==> src/rtl/muldiv_pkg.sv <==
// Shared encodings and defaults for the execute-stage multiply/divide unit.
package muldiv_pkg;

    localparam int DEF_WIDTH = 32;
    localparam int DEF_ITER  = DEF_WIDTH;

    localparam logic [1:0] OP_MULT  = 2'b00;
    localparam logic [1:0] OP_MULTU = 2'b01;
    localparam logic [1:0] OP_DIV   = 2'b10;
    localparam logic [1:0] OP_DIVU  = 2'b11;

    typedef enum logic [1:0] {
        ST_IDLE,
        ST_MUL,
        ST_DIV,
        ST_FIX
    } muldiv_state_e;

    function automatic logic op_is_signed(input logic [1:0] op);
        return (op == OP_MULT) || (op == OP_DIV);
    endfunction

    function automatic logic op_is_div(input logic [1:0] op);
        return (op == OP_DIV) || (op == OP_DIVU);
    endfunction

endpackage

==> src/rtl/ex_muldiv_if.sv <==
// Request/result bundle between the EX stage and the multiply/divide unit.
interface ex_muldiv_if #(
    parameter int WIDTH = 32
);
    logic             start;
    logic [1:0]       op;
    logic [WIDTH-1:0] rs_data;
    logic [WIDTH-1:0] rt_data;
    logic             flush;
    logic             hi_we;
    logic             lo_we;
    logic [WIDTH-1:0] wdata;
    logic             busy;
    logic             done;
    logic [WIDTH-1:0] hi;
    logic [WIDTH-1:0] lo;

    modport master (
        output start, op, rs_data, rt_data, flush, hi_we, lo_we, wdata,
        input  busy, done, hi, lo
    );

    modport slave (
        input  start, op, rs_data, rt_data, flush, hi_we, lo_we, wdata,
        output busy, done, hi, lo
    );
endinterface

==> src/rtl/muldiv_signfix.sv <==
// Conditional two's-complement negation: per-lane for operands and quotient/remainder,
// or across {a,b} as one double-width value for products.
module muldiv_signfix #(
    parameter int WIDTH = 32
) (
    input  logic [WIDTH-1:0] a,
    input  logic [WIDTH-1:0] b,
    input  logic             neg_a,
    input  logic             neg_b,
    input  logic             wide,
    output logic [WIDTH-1:0] out_a,
    output logic [WIDTH-1:0] out_b
);
    logic [2*WIDTH-1:0] joint;

    assign joint = neg_a ? -{a, b} : {a, b};

    always_comb begin
        out_a = neg_a ? -a : a;
        out_b = neg_b ? -b : b;
        if (wide) begin
            {out_a, out_b} = joint;
        end
    end
endmodule

==> src/rtl/ex_muldiv.sv <==
// Iterative multiply/divide unit holding HI/LO; one shift-add or restoring step per cycle.
// Define MULDIV_EARLY_OUT_EN to let multiplies stop once the remaining multiplier is zero.
module ex_muldiv
    import muldiv_pkg::*;
#(
    parameter int WIDTH = DEF_WIDTH,
    parameter int ITER  = WIDTH
) (
    input logic        clk,
    input logic        rst,
    ex_muldiv_if.slave bus
);
    localparam int CNT_W = (ITER > 1) ? $clog2(ITER) : 1;
`ifdef MULDIV_EARLY_OUT_EN
    localparam bit EARLY_OUT = 1'b1;
`else
    localparam bit EARLY_OUT = 1'b0;
`endif

    muldiv_state_e      state_reg;
    logic [CNT_W-1:0]   cnt_reg;
    logic [2*WIDTH-1:0] acc_reg;
    logic [2*WIDTH-1:0] mcand_reg;
    logic [WIDTH-1:0]   b_reg;
    logic [WIDTH-1:0]   hi_reg;
    logic [WIDTH-1:0]   lo_reg;
    logic               neg_hi_reg;
    logic               neg_lo_reg;
    logic               wide_reg;
    logic               dz_reg;
    logic               busy_reg;
    logic               done_reg;

    logic               neg_rs;
    logic               neg_rt;
    logic [WIDTH-1:0]   mag_rs;
    logic [WIDTH-1:0]   mag_rt;
    logic [WIDTH-1:0]   res_hi;
    logic [WIDTH-1:0]   res_lo;
    logic [2*WIDTH-1:0] mul_sum;
    logic [WIDTH:0]     div_shift;
    logic [WIDTH:0]     div_diff;
    logic [2*WIDTH-1:0] div_next;
    logic               last_step;
    logic               mul_exit;

    assign neg_rs = op_is_signed(bus.op) & bus.rs_data[WIDTH-1];
    assign neg_rt = op_is_signed(bus.op) & bus.rt_data[WIDTH-1];

    muldiv_signfix #(.WIDTH(WIDTH)) u_opnd_fix (
        .a(bus.rs_data), .b(bus.rt_data), .neg_a(neg_rs), .neg_b(neg_rt),
        .wide(1'b0), .out_a(mag_rs), .out_b(mag_rt)
    );

    muldiv_signfix #(.WIDTH(WIDTH)) u_res_fix (
        .a(acc_reg[2*WIDTH-1:WIDTH]), .b(acc_reg[WIDTH-1:0]),
        .neg_a(neg_hi_reg), .neg_b(neg_lo_reg),
        .wide(wide_reg), .out_a(res_hi), .out_b(res_lo)
    );

    // Multiply: multiplicand shifts left so the product is aligned at any exit point.
    assign mul_sum   = acc_reg + (b_reg[0] ? mcand_reg : '0);
    // Divide: acc holds {remainder, dividend bits still to be shifted in / quotient bits}.
    assign div_shift = {acc_reg[2*WIDTH-1:WIDTH], acc_reg[WIDTH-1]};
    assign div_diff  = div_shift - {1'b0, b_reg};
    assign div_next  = div_diff[WIDTH] ? {div_shift[WIDTH-1:0], acc_reg[WIDTH-2:0], 1'b0}
                                       : {div_diff[WIDTH-1:0],  acc_reg[WIDTH-2:0], 1'b1};
    assign last_step = (cnt_reg == CNT_W'(ITER - 1));
    assign mul_exit  = last_step || (EARLY_OUT && ((b_reg >> 1) == '0));

    always_ff @(posedge clk) begin
        if (rst) begin
            state_reg  <= ST_IDLE;
            cnt_reg    <= '0;
            acc_reg    <= '0;
            mcand_reg  <= '0;
            b_reg      <= '0;
            hi_reg     <= '0;
            lo_reg     <= '0;
            neg_hi_reg <= 1'b0;
            neg_lo_reg <= 1'b0;
            wide_reg   <= 1'b0;
            dz_reg     <= 1'b0;
            busy_reg   <= 1'b0;
            done_reg   <= 1'b0;
        end else begin
            done_reg <= 1'b0;
            case (state_reg)
                ST_IDLE: begin
                    if (bus.start && !bus.flush) begin
                        cnt_reg  <= '0;
                        busy_reg <= 1'b1;
                        b_reg    <= mag_rt;
                        if (op_is_div(bus.op)) begin
                            mcand_reg <= '0;
                            wide_reg  <= 1'b0;
                            state_reg <= ST_DIV;
                            if (bus.rt_data == '0) begin
                                // Result preloaded; the DIV cycle only passes it through.
                                acc_reg    <= {bus.rs_data, {WIDTH{1'b1}}};
                                neg_hi_reg <= 1'b0;
                                neg_lo_reg <= 1'b0;
                                dz_reg     <= 1'b1;
                            end else begin
                                acc_reg    <= {{WIDTH{1'b0}}, mag_rs};
                                neg_hi_reg <= neg_rs;
                                neg_lo_reg <= neg_rs ^ neg_rt;
                                dz_reg     <= 1'b0;
                            end
                        end else begin
                            acc_reg    <= '0;
                            mcand_reg  <= {{WIDTH{1'b0}}, mag_rs};
                            neg_hi_reg <= neg_rs ^ neg_rt;
                            neg_lo_reg <= neg_rs ^ neg_rt;
                            wide_reg   <= 1'b1;
                            dz_reg     <= 1'b0;
                            state_reg  <= (EARLY_OUT && (mag_rt == '0)) ? ST_FIX : ST_MUL;
                        end
                    end else if (!bus.start && !bus.flush) begin
                        if (bus.hi_we) hi_reg <= bus.wdata;
                        if (bus.lo_we) lo_reg <= bus.wdata;
                    end
                end
                ST_MUL: begin
                    if (bus.flush) begin
                        state_reg <= ST_IDLE;
                        busy_reg  <= 1'b0;
                    end else begin
                        acc_reg   <= mul_sum;
                        mcand_reg <= mcand_reg << 1;
                        b_reg     <= b_reg >> 1;
                        cnt_reg   <= cnt_reg + CNT_W'(1);
                        if (mul_exit) state_reg <= ST_FIX;
                    end
                end
                ST_DIV: begin
                    if (bus.flush) begin
                        state_reg <= ST_IDLE;
                        busy_reg  <= 1'b0;
                    end else if (dz_reg) begin
                        state_reg <= ST_FIX;
                    end else begin
                        acc_reg <= div_next;
                        cnt_reg <= cnt_reg + CNT_W'(1);
                        if (last_step) state_reg <= ST_FIX;
                    end
                end
                ST_FIX: begin
                    if (!bus.flush) begin
                        hi_reg   <= res_hi;
                        lo_reg   <= res_lo;
                        done_reg <= 1'b1;
                    end
                    state_reg <= ST_IDLE;
                    busy_reg  <= 1'b0;
                end
                default: begin
                    state_reg <= ST_IDLE;
                    busy_reg  <= 1'b0;
                end
            endcase
        end
    end

    assign bus.busy = busy_reg;
    assign bus.done = done_reg;
    assign bus.hi   = hi_reg;
    assign bus.lo   = lo_reg;
endmodule

==> src/flat_wrapper.sv <==
// flat-port wrapper written by rule: the top's interface ports become plain ports
module ex_muldiv_flat import muldiv_pkg::*;
#(
    parameter int WIDTH = DEF_WIDTH,
    parameter int ITER  = WIDTH
)
  (clk, rst, bus_start, bus_op, bus_rs_data, bus_rt_data, bus_flush, bus_hi_we, bus_lo_we, bus_wdata, bus_busy, bus_done, bus_hi, bus_lo);
  ex_muldiv_if #(.WIDTH(WIDTH)) bus_i ();
  input logic clk;
  input logic rst;
  input wire logic [$bits(bus_i.start)-1:0] bus_start;
  input wire logic [$bits(bus_i.op)-1:0] bus_op;
  input wire logic [$bits(bus_i.rs_data)-1:0] bus_rs_data;
  input wire logic [$bits(bus_i.rt_data)-1:0] bus_rt_data;
  input wire logic [$bits(bus_i.flush)-1:0] bus_flush;
  input wire logic [$bits(bus_i.hi_we)-1:0] bus_hi_we;
  input wire logic [$bits(bus_i.lo_we)-1:0] bus_lo_we;
  input wire logic [$bits(bus_i.wdata)-1:0] bus_wdata;
  output wire logic [$bits(bus_i.busy)-1:0] bus_busy;
  output wire logic [$bits(bus_i.done)-1:0] bus_done;
  output wire logic [$bits(bus_i.hi)-1:0] bus_hi;
  output wire logic [$bits(bus_i.lo)-1:0] bus_lo;
  assign bus_i.start = bus_start;
  assign bus_i.op = bus_op;
  assign bus_i.rs_data = bus_rs_data;
  assign bus_i.rt_data = bus_rt_data;
  assign bus_i.flush = bus_flush;
  assign bus_i.hi_we = bus_hi_we;
  assign bus_i.lo_we = bus_lo_we;
  assign bus_i.wdata = bus_wdata;
  assign bus_busy = bus_i.busy;
  assign bus_done = bus_i.done;
  assign bus_hi = bus_i.hi;
  assign bus_lo = bus_i.lo;
  ex_muldiv #(.WIDTH(WIDTH), .ITER(ITER)) u_core (.clk(clk), .rst(rst), .bus(bus_i));
endmodule
==> config.mk <==
export PLATFORM = sky130hd
export DESIGN_NAME = ex_muldiv_flat
export DESIGN_NICKNAME = d
export VERILOG_FILES = /design/src/rtl/muldiv_pkg.sv /design/src/rtl/ex_muldiv_if.sv /design/src/rtl/muldiv_signfix.sv /design/src/rtl/ex_muldiv.sv /design/src/flat_wrapper.sv
export SDC_FILE = /design/constraint.sdc
export NUM_CORES = 1
export LEC_CHECK = 0
export ABC_AREA = 1
export BUFFER_PORTS_ARGS = -buffer_cell sky130_fd_sc_hd__buf_2
export CAP_MARGIN = 20
export CORE_MARGIN = 4
export CORE_UTILIZATION = 45
export CTS_BUF_LIST = sky130_fd_sc_hd__clkbuf_4 sky130_fd_sc_hd__clkbuf_8 sky130_fd_sc_hd__clkbuf_16
export DETAILED_ROUTE_END_ITERATION = 12
export HOLD_SLACK_MARGIN = 0.12
export PLACE_DENSITY_LB_ADDON = 0.15
export SLEW_MARGIN = 10
export SYNTH_ARGS = -nofsm -noshare
export SYNTH_HDL_FRONTEND = slang
export SYNTH_HIERARCHICAL = 1
export SYNTH_SLANG_ARGS = --single-unit
export TNS_END_PERCENT = 10
==> constraint.sdc <==
create_clock -name clk -period 3.25 [get_ports clk]
set_input_delay 0.325 -clock clk [delete_from_list [all_inputs] [get_ports clk]]
set_output_delay 0.325 -clock clk [all_outputs]
set_load 0.02 [all_outputs]
==> Word level (Yosys, flattened, before mapping) <==
Cells that the tools add are included.
{ "totals": {"regBits": 237, "input_bits": 104, "out_inout_bits": 66, "word_cells": 117} }
{ "classes": {"n_addsub": 8, "eq_ne": 16, "n_mux": 56, "bitwise": 4, "reduce_logical": 20} }
{ "op_table": {"columns": ["cell", "n"], "rows": [
  ["$mux W64", 11],
  ["$mux W32", 17],
  ["$pmux W32 S2", 3],
  ["$pmux W64 S3", 1],
  ["$neg A32 Y32", 4],
  ["$pmux W64 S2", 1],
  ["$add A64 B64 Y64", 1],
  ["$neg A64 Y64", 1],
  ["$sub A33 B32 Y33", 1],
  ["$logic_not A32 Y1", 1],
  ["$mux W5", 4],
  ["$pmux W5 S3", 1],
  ["$reduce_and A5 Y1", 3],
  ["$ne A2 B2 Y1 const B", 7],
  ["$mux W2", 6],
  ["$mux W1", 10],
  ["$eq A2 B2 Y1 const B", 4],
  ["$pmux W2 S4", 1],
  ["$ne A2 B1 Y1 const B", 3],
  ["$add A5 B1 Y5 const B", 1],
  ["$eq A5 B5 Y1 const B", 1],
  ["$logic_not A2 Y1", 2],
  ["$reduce_and A2 Y1", 2],
  ["$reduce_bool A2 Y1", 2],
  ["other kinds (11)", 16]
]} }

==> Logic depth before layout (Yosys ltp) <==
{ "depth": {"word_depth": 8, "depth_mapped": 22, "ltp_nobuf": 20} }

==> By module <==
The synthesis kept the hierarchy.
{ "by_module_without_submodules": {"columns": ["module", "instances", "cells_each", "area_each_um2", "seq_area_each_um2"], "rows": [
  ["ex_muldiv", 1, 3671, 20347.0, 4744.6],
  ["muldiv_signfix at u_core.u_res_fix", 1, 592, 2718.9, 0.0],
  ["muldiv_signfix at u_core.u_opnd_fix", 1, 591, 2623.8, 0.0]
]} }

==> Least setup slack after synthesis <==
Ideal clock, no wire load.
{ "synth_timing": {"path_type": "flip-flop to flip-flop", "from": "reg u_core.b_reg[0]", "to": "reg u_core.acc_reg[56]", "setup_time_ns": 0.122, "arrival_time_ns": 2.527, "required_time_ns": 3.128, "setup_slack_ns": 0.601, "path_stages_with_launch": 22, "n_path_buf": 2, "period_less_slack_ns": 2.649, "cell_sequence": "dfxtp_1 clkbuf_1 clkbuf_1 nand2_1 inv_1 ha_1 inv_1 fa_1 inv_1 nand3_1 nand2_1 nand2_1 nand2_1 nand3_1 nand3_1 nand2_1 nand2_1 nand2_1 nand3_1 nand2_1 nand2_1 a21oi_2"} }
{ "synth_via": {"elab_chain_len": 5, "elab_cells_between_ends": 8, "cone_classes": "add/sub: 2; mux: 6"} }
{ "synth_rtl": {"columns": ["item", "line", "rtl"], "rows": [
  ["start, declared", "ex_muldiv.sv:24", "logic [WIDTH-1:0] b_reg;"],
  ["start signal, assigned", "ex_muldiv.sv:93", "b_reg <= mag_rt;"],
  ["start signal, assigned", "ex_muldiv.sv:131", "b_reg <= b_reg >> 1;"],
  ["$sub A33 B32 Y33", "ex_muldiv.sv:65", "assign div_diff = div_shift - {1'b0, b_reg};"],
  ["$mux W64", "ex_muldiv.sv:66", "assign div_next = div_diff[WIDTH] ? {div_shift[WIDTH-1:0], acc_reg[WIDTH-2:0], 1'b0}"],
  ["$mux W64", "ex_muldiv.sv:140", "end else if (dz_reg) begin"],
  ["$mux W64", "ex_muldiv.sv:137", "if (bus.flush) begin"],
  ["$pmux W64 S3 *", "ex_muldiv.sv:88", "case (state_reg)"],
  ["end signal, assigned", "ex_muldiv.sv:100", "acc_reg <= {bus.rs_data, {WIDTH{1'b1}}};"],
  ["end signal, assigned", "ex_muldiv.sv:105", "acc_reg <= {{WIDTH{1'b0}}, mag_rs};"],
  ["end signal, assigned", "ex_muldiv.sv:143", "acc_reg <= div_next;"],
  ["end, declared", "ex_muldiv.sv:22", "logic [2*WIDTH-1:0] acc_reg;"]
]} }
Every way passes the cells marked *; elsewhere a longest branch is shown, timed or not. The select of a mux whose other input is x is not followed.
A chain may end at the register's enable or synchronous reset.

==> Worst setup path in the final report <==
{ "layout_timing": {"from": "reg u_core.b_reg[0]", "to": "reg u_core.acc_reg[38]"} }
Same word-level chain as after synthesis.

==> metrics.md <==
| Metric | Value |
|---|---|
| Setup bufs post-CTS | `0` |
| Layout Nets | `5262` |
| Initial DRC count | `3246` |
| Unique cell type count in the Yosys netlist | `50` |
| #FFs+latches synth | `237` |
| Measured slew at the worst slew-check pin | `871 ps` |
| Clk pwr share | `12.3%` |
| Syn Inst Count | `4854` |
| Clk root buf | `clkbuf_16` |
| CTS sink count | `237` |
| Slowest stage delay, CP | `460 ps` |
| Max VDD drop | `840 uV` |
| Synthesized area | `0.0257 mm^2` |
| Worst hold path type | `input pin to flip-flop` |
| Cell area after layout | `0.0293 mm^2` |
| CTS tree | `yes` |
| Worst path bufs/invs | `2` |
| Critical Path AT | `3580 ps` |
| Die Ht | `247 um` |
| Final Slew Violations | `0` |
| MaxCap Viol Count | `0` |
| Critical path depth in cells | `15` |
| Unrepaired setup endpoints after global routing | `false` |
| Fin. Hold Viols | `0` |
| DIE AREA | `0.0610 mm^2` |
| Flop pwr share | `17.0%` |
| Final core utilization | `51.9%` |
| Initial antenna violation count | `4` |
| Final clock period utilization by the worst path | `94.0%` |
| Total GRT Usage | `35.4%` |
| Relative slew margins | `41.9%` |
| Ports | `170` |
| FP Rows | `87` |
| Setup CP Type | `flip-flop to flip-flop` |
| Hold Crit Depth | `5` |
| CTS H-tree depth | `1` |
| Storage element area | `0.00475 mm^2` |
| Sw frac | `58.3%` |
| First-pass GRT wire length | `166 mm` |
| TritonCTS Buffers | `30` |
| Final setup viols | `0` |
| Routability cong. | `1.10` |
| Clk slew on worst S/H paths | `70 ps` |
| Final wirelength | `113 mm` |
| Post-synth EDFFs | `0` |
| Crit path time final | `3060 ps` |
| Vias per std cell | `5.29` |
| Reg2reg path depth | `15` |
| Final ANT Viol Nets | `0` |
| Top Family by Delay on Critical Path | `simple AND/OR/NAND/NOR gates` |
| CP Max Fanout | `28` |
| Warnings, synthesis | `6` |
| Vias | `30.9k` |
| CTS Buffer Depth | `3` |
| Area of placed instances | `0.0279 mm^2` |
| Logic gate share of total power | `70.7%` |
| Critical path cell sequence | `buf_12 > nand2_1 > buf_4 > fa_1 > nor2_1 > nand2_1 > nand3_1 > nand3_1 > nand3_1 > nand3_1 > nand3b_1 > nand3_1 > nand2_1 > nand2_1 > a21oi_1` |
| Power Density | `1020 mW/mm^2` |
| Fraction of registers with async set/reset | `0%` |
| DRC Markers | `0` |
| Area of the multi-input gates | `0.0171 mm^2` |
| Main synth FF type | `dfxtp_1` |
| Core area | `0.0565 mm^2` |
| DRT Pass-1 Iters | `7` |
| Slack of the critical path | `194 ps` |
| Clk_lat worst skew | `590 ps` |
| Leakage power figure | `16.2 nW` |
| Net Switching | `17.4 mW` |
| GRT overflow | `0` |
| DR WL/cell | `19.3 um` |
| Area grow syn2layout | `14.1%` |
| FMAX | `327 MHz` |
| CP max stage cell | `fa_1` |
| Pwr Total | `29.9 mW` |
| P_int | `12.5 mW` |
| Vias in the first global route | `27.8k` |
| Pre-CTS setup slack | `226 ps` |
| Die width | `247 um` |
| Run status | `finished, final reports clean` |
| Largest net degree at the start of global routing | `97` |
| FILL cells | `6215` |
| Startpoint types | `flip-flop` |
| Share of layout cells above drive strength 1 | `9.58%` |
| Sequential area share after synthesis | `18.5%` |
| Layout Skew | `11.6 ps` |
| I/O Buffers | `169` |
| Syn Nets | `5065` |
| CP dominant cell by count | `nand3_1` |
| Worst setup EP type | `flip-flop` |
| Starting Density | `45.5%` |
| Syn Area/Cell | `5.29 um^2` |
| Setup TNS | `0 ps` |
| CP required | `3770 ps` |
| Detailed placer's ending HPWL | `92.1 mm` |
==> cells in the final DEF, fill, tap and decap left out, types with 7 or more instances in the layout <==
| cell | instances |
|---|---|
| nand2_1 | 1770 |
| inv_1 | 826 |
| nor2_1 | 431 |
| o21ai_0 | 306 |
| a21oi_1 | 295 |
| nand3_1 | 294 |
| dfxtp_1 | 235 |
| buf_2 | 169 |
| buf_4 | 115 |
| ha_1 | 101 |
| xor2_1 | 53 |
| a31oi_1 | 39 |
| dlygate4sd3_1 | 36 |
| nand2_2 | 33 |
| a22oi_1 | 32 |
| clkbuf_16 | 31 |
| nand3b_1 | 31 |
| nor3_1 | 29 |
| xnor2_1 | 28 |
| nor2_2 | 26 |
| nand4_1 | 24 |
| inv_2 | 19 |
| a21oi_2 | 14 |
| and2_1 | 12 |
| nor2_4 | 11 |
| and3_1 | 10 |
| or2_2 | 10 |
| buf_12 | 10 |
| nand2_4 | 7 |
| o21bai_1 | 7 |
==> worst reg2reg max path, stage by stage (launching register included) <==
cell,delay [ps]
dfxtp_2,400
buf_12,210
nand2_1,110
buf_4,150
fa_1,460
nor2_1,220
nand2_1,80
nand3_1,150
nand3_1,100
nand3_1,280
nand3_1,160
nand3b_1,110
nand3_1,230
nand2_1,160
nand2_1,60
a21oi_1,130
==> layer usage <==
layer / routed length, um / vias up / GRT usage [%]
li1: - / 15400 / -
met1: 48200 / 13900 / 47.7
met2: 48400 / 1333 / 55.8
met3: 9480 / 243 / 4.77
met4: 6540 / 0 / 17.1
met5: 0 / - / 0
==> power by group through the flow <==
| stage | clock network, mW | logic (mW) | registers (mW) |
|---|---|---|---|
| finish | 3.66 | 21.1 | 5.09 |
| floorplan | 0 | 13.6 | 4.86 |
| detailed placement | 0 | 20.5 | 5.10 |
| global placement | 0 | 20.6 | 5.08 |
| global route | 3.81 | 23.1 | 5.11 |
| CTS | 3.70 | 20.6 | 5.04 |
==> final cells by class <==
type                       instances  share of cell area, %
clock buffer                      41                   3.03
timing repair buffer             330                   7.74
tap                              756                   3.23
sequential                       237                   16.2
inverter                         850                   10.9
multi-input combinational       3602                   58.3
antenna                            1                0.00854
clock inverter                    14                  0.623
==> worst paths after layout <==
| kind | slack [ps] | to | startpoint |
|---|---|---|---|
| setup / recovery | 190 | u_core/acc_reg[38]$_SDFFE_PP0P_ | u_core/b_reg[0]$_SDFFE_PP0P_ |
| hold / removal | 150 | u_core/acc_reg[51]$_SDFFE_PP0P_ | bus_rs_data[19] |
| setup reg to reg | 190 | u_core/acc_reg[38]$_SDFFE_PP0P_ | u_core/b_reg[0]$_SDFFE_PP0P_ |
| hold reg to reg | 440 | u_core/bus.lo[13]$_SDFFE_PP0P_ | u_core/bus.lo[13]$_SDFFE_PP0P_ |
==> logic make-up after synthesis <==
logic type / Yosys count / synth area share [%]
flip-flops: 237 / 18.5
other: 1 / 0.0146
adder cells (fa/ha/maj): 107 / 5.27
XOR/XNOR: 81 / 2.76
AO/OA/AOI/OAI: 717 / 15.0
buffers and inverters: 1015 / 15.2
AND/OR/NAND/NOR: 2696 / 43.2
==> synthesized netlist by cell type, types with 2 or more instances <==
master	number	area [um^2]
inv_2	18	67.6
nor2_2	24	150
and2_1	12	75.1
nand2_1	1771	6650
nand2_4	7	78.8
nand2_2	32	200
a21oi_2	14	123
nor2_4	10	113
o2111ai_1	2	17.5
a22oi_1	32	240
nor3b_1	2	15.0
a21oi_4	2	32.5
ha_1	105	1310
a31oi_1	40	250
a211oi_1	2	15.0
xnor2_1	28	245
buf_6	4	45.0
nand3_1	295	1480
or2_2	10	62.6
nand3b_1	31	233
o21ai_1	6	30.0
buf_1	5	18.8
o22ai_1	2	12.5
a21oi_1	295	1480
o211ai_1	2	15.0
o21ai_0	306	1530
fa_1	2	40.0
xor2_1	53	464
and3_1	10	62.6
inv_1	827	3100
o21bai_1	7	52.6
nor2_1	434	1630
clkbuf_1	112	420
buf_4	8	60.1
clkinv_1	5	18.8
a221oi_1	3	26.3
buf_2	36	180
dfxtp_1	237	4740
nor3_1	29	145
nand4_1	24	150
==> per-stage QoR <==
stage          hold WS [ps]  instances
4_1_cts                 128       5830
3_5_place_dp            433       5739
3_3_place_gp            428       5739
2_1_floorplan           404       4854
5_1_grt                 154       5831
6_report                150       5831
==> repair_timing <==
item	CTS	global route
hold endpoints to repair	42	0
hold buffers	36	0
setup endpoints to repair	0	1
resized for setup	0	2
No activity file was read; power rests on OpenSTA's default activity.
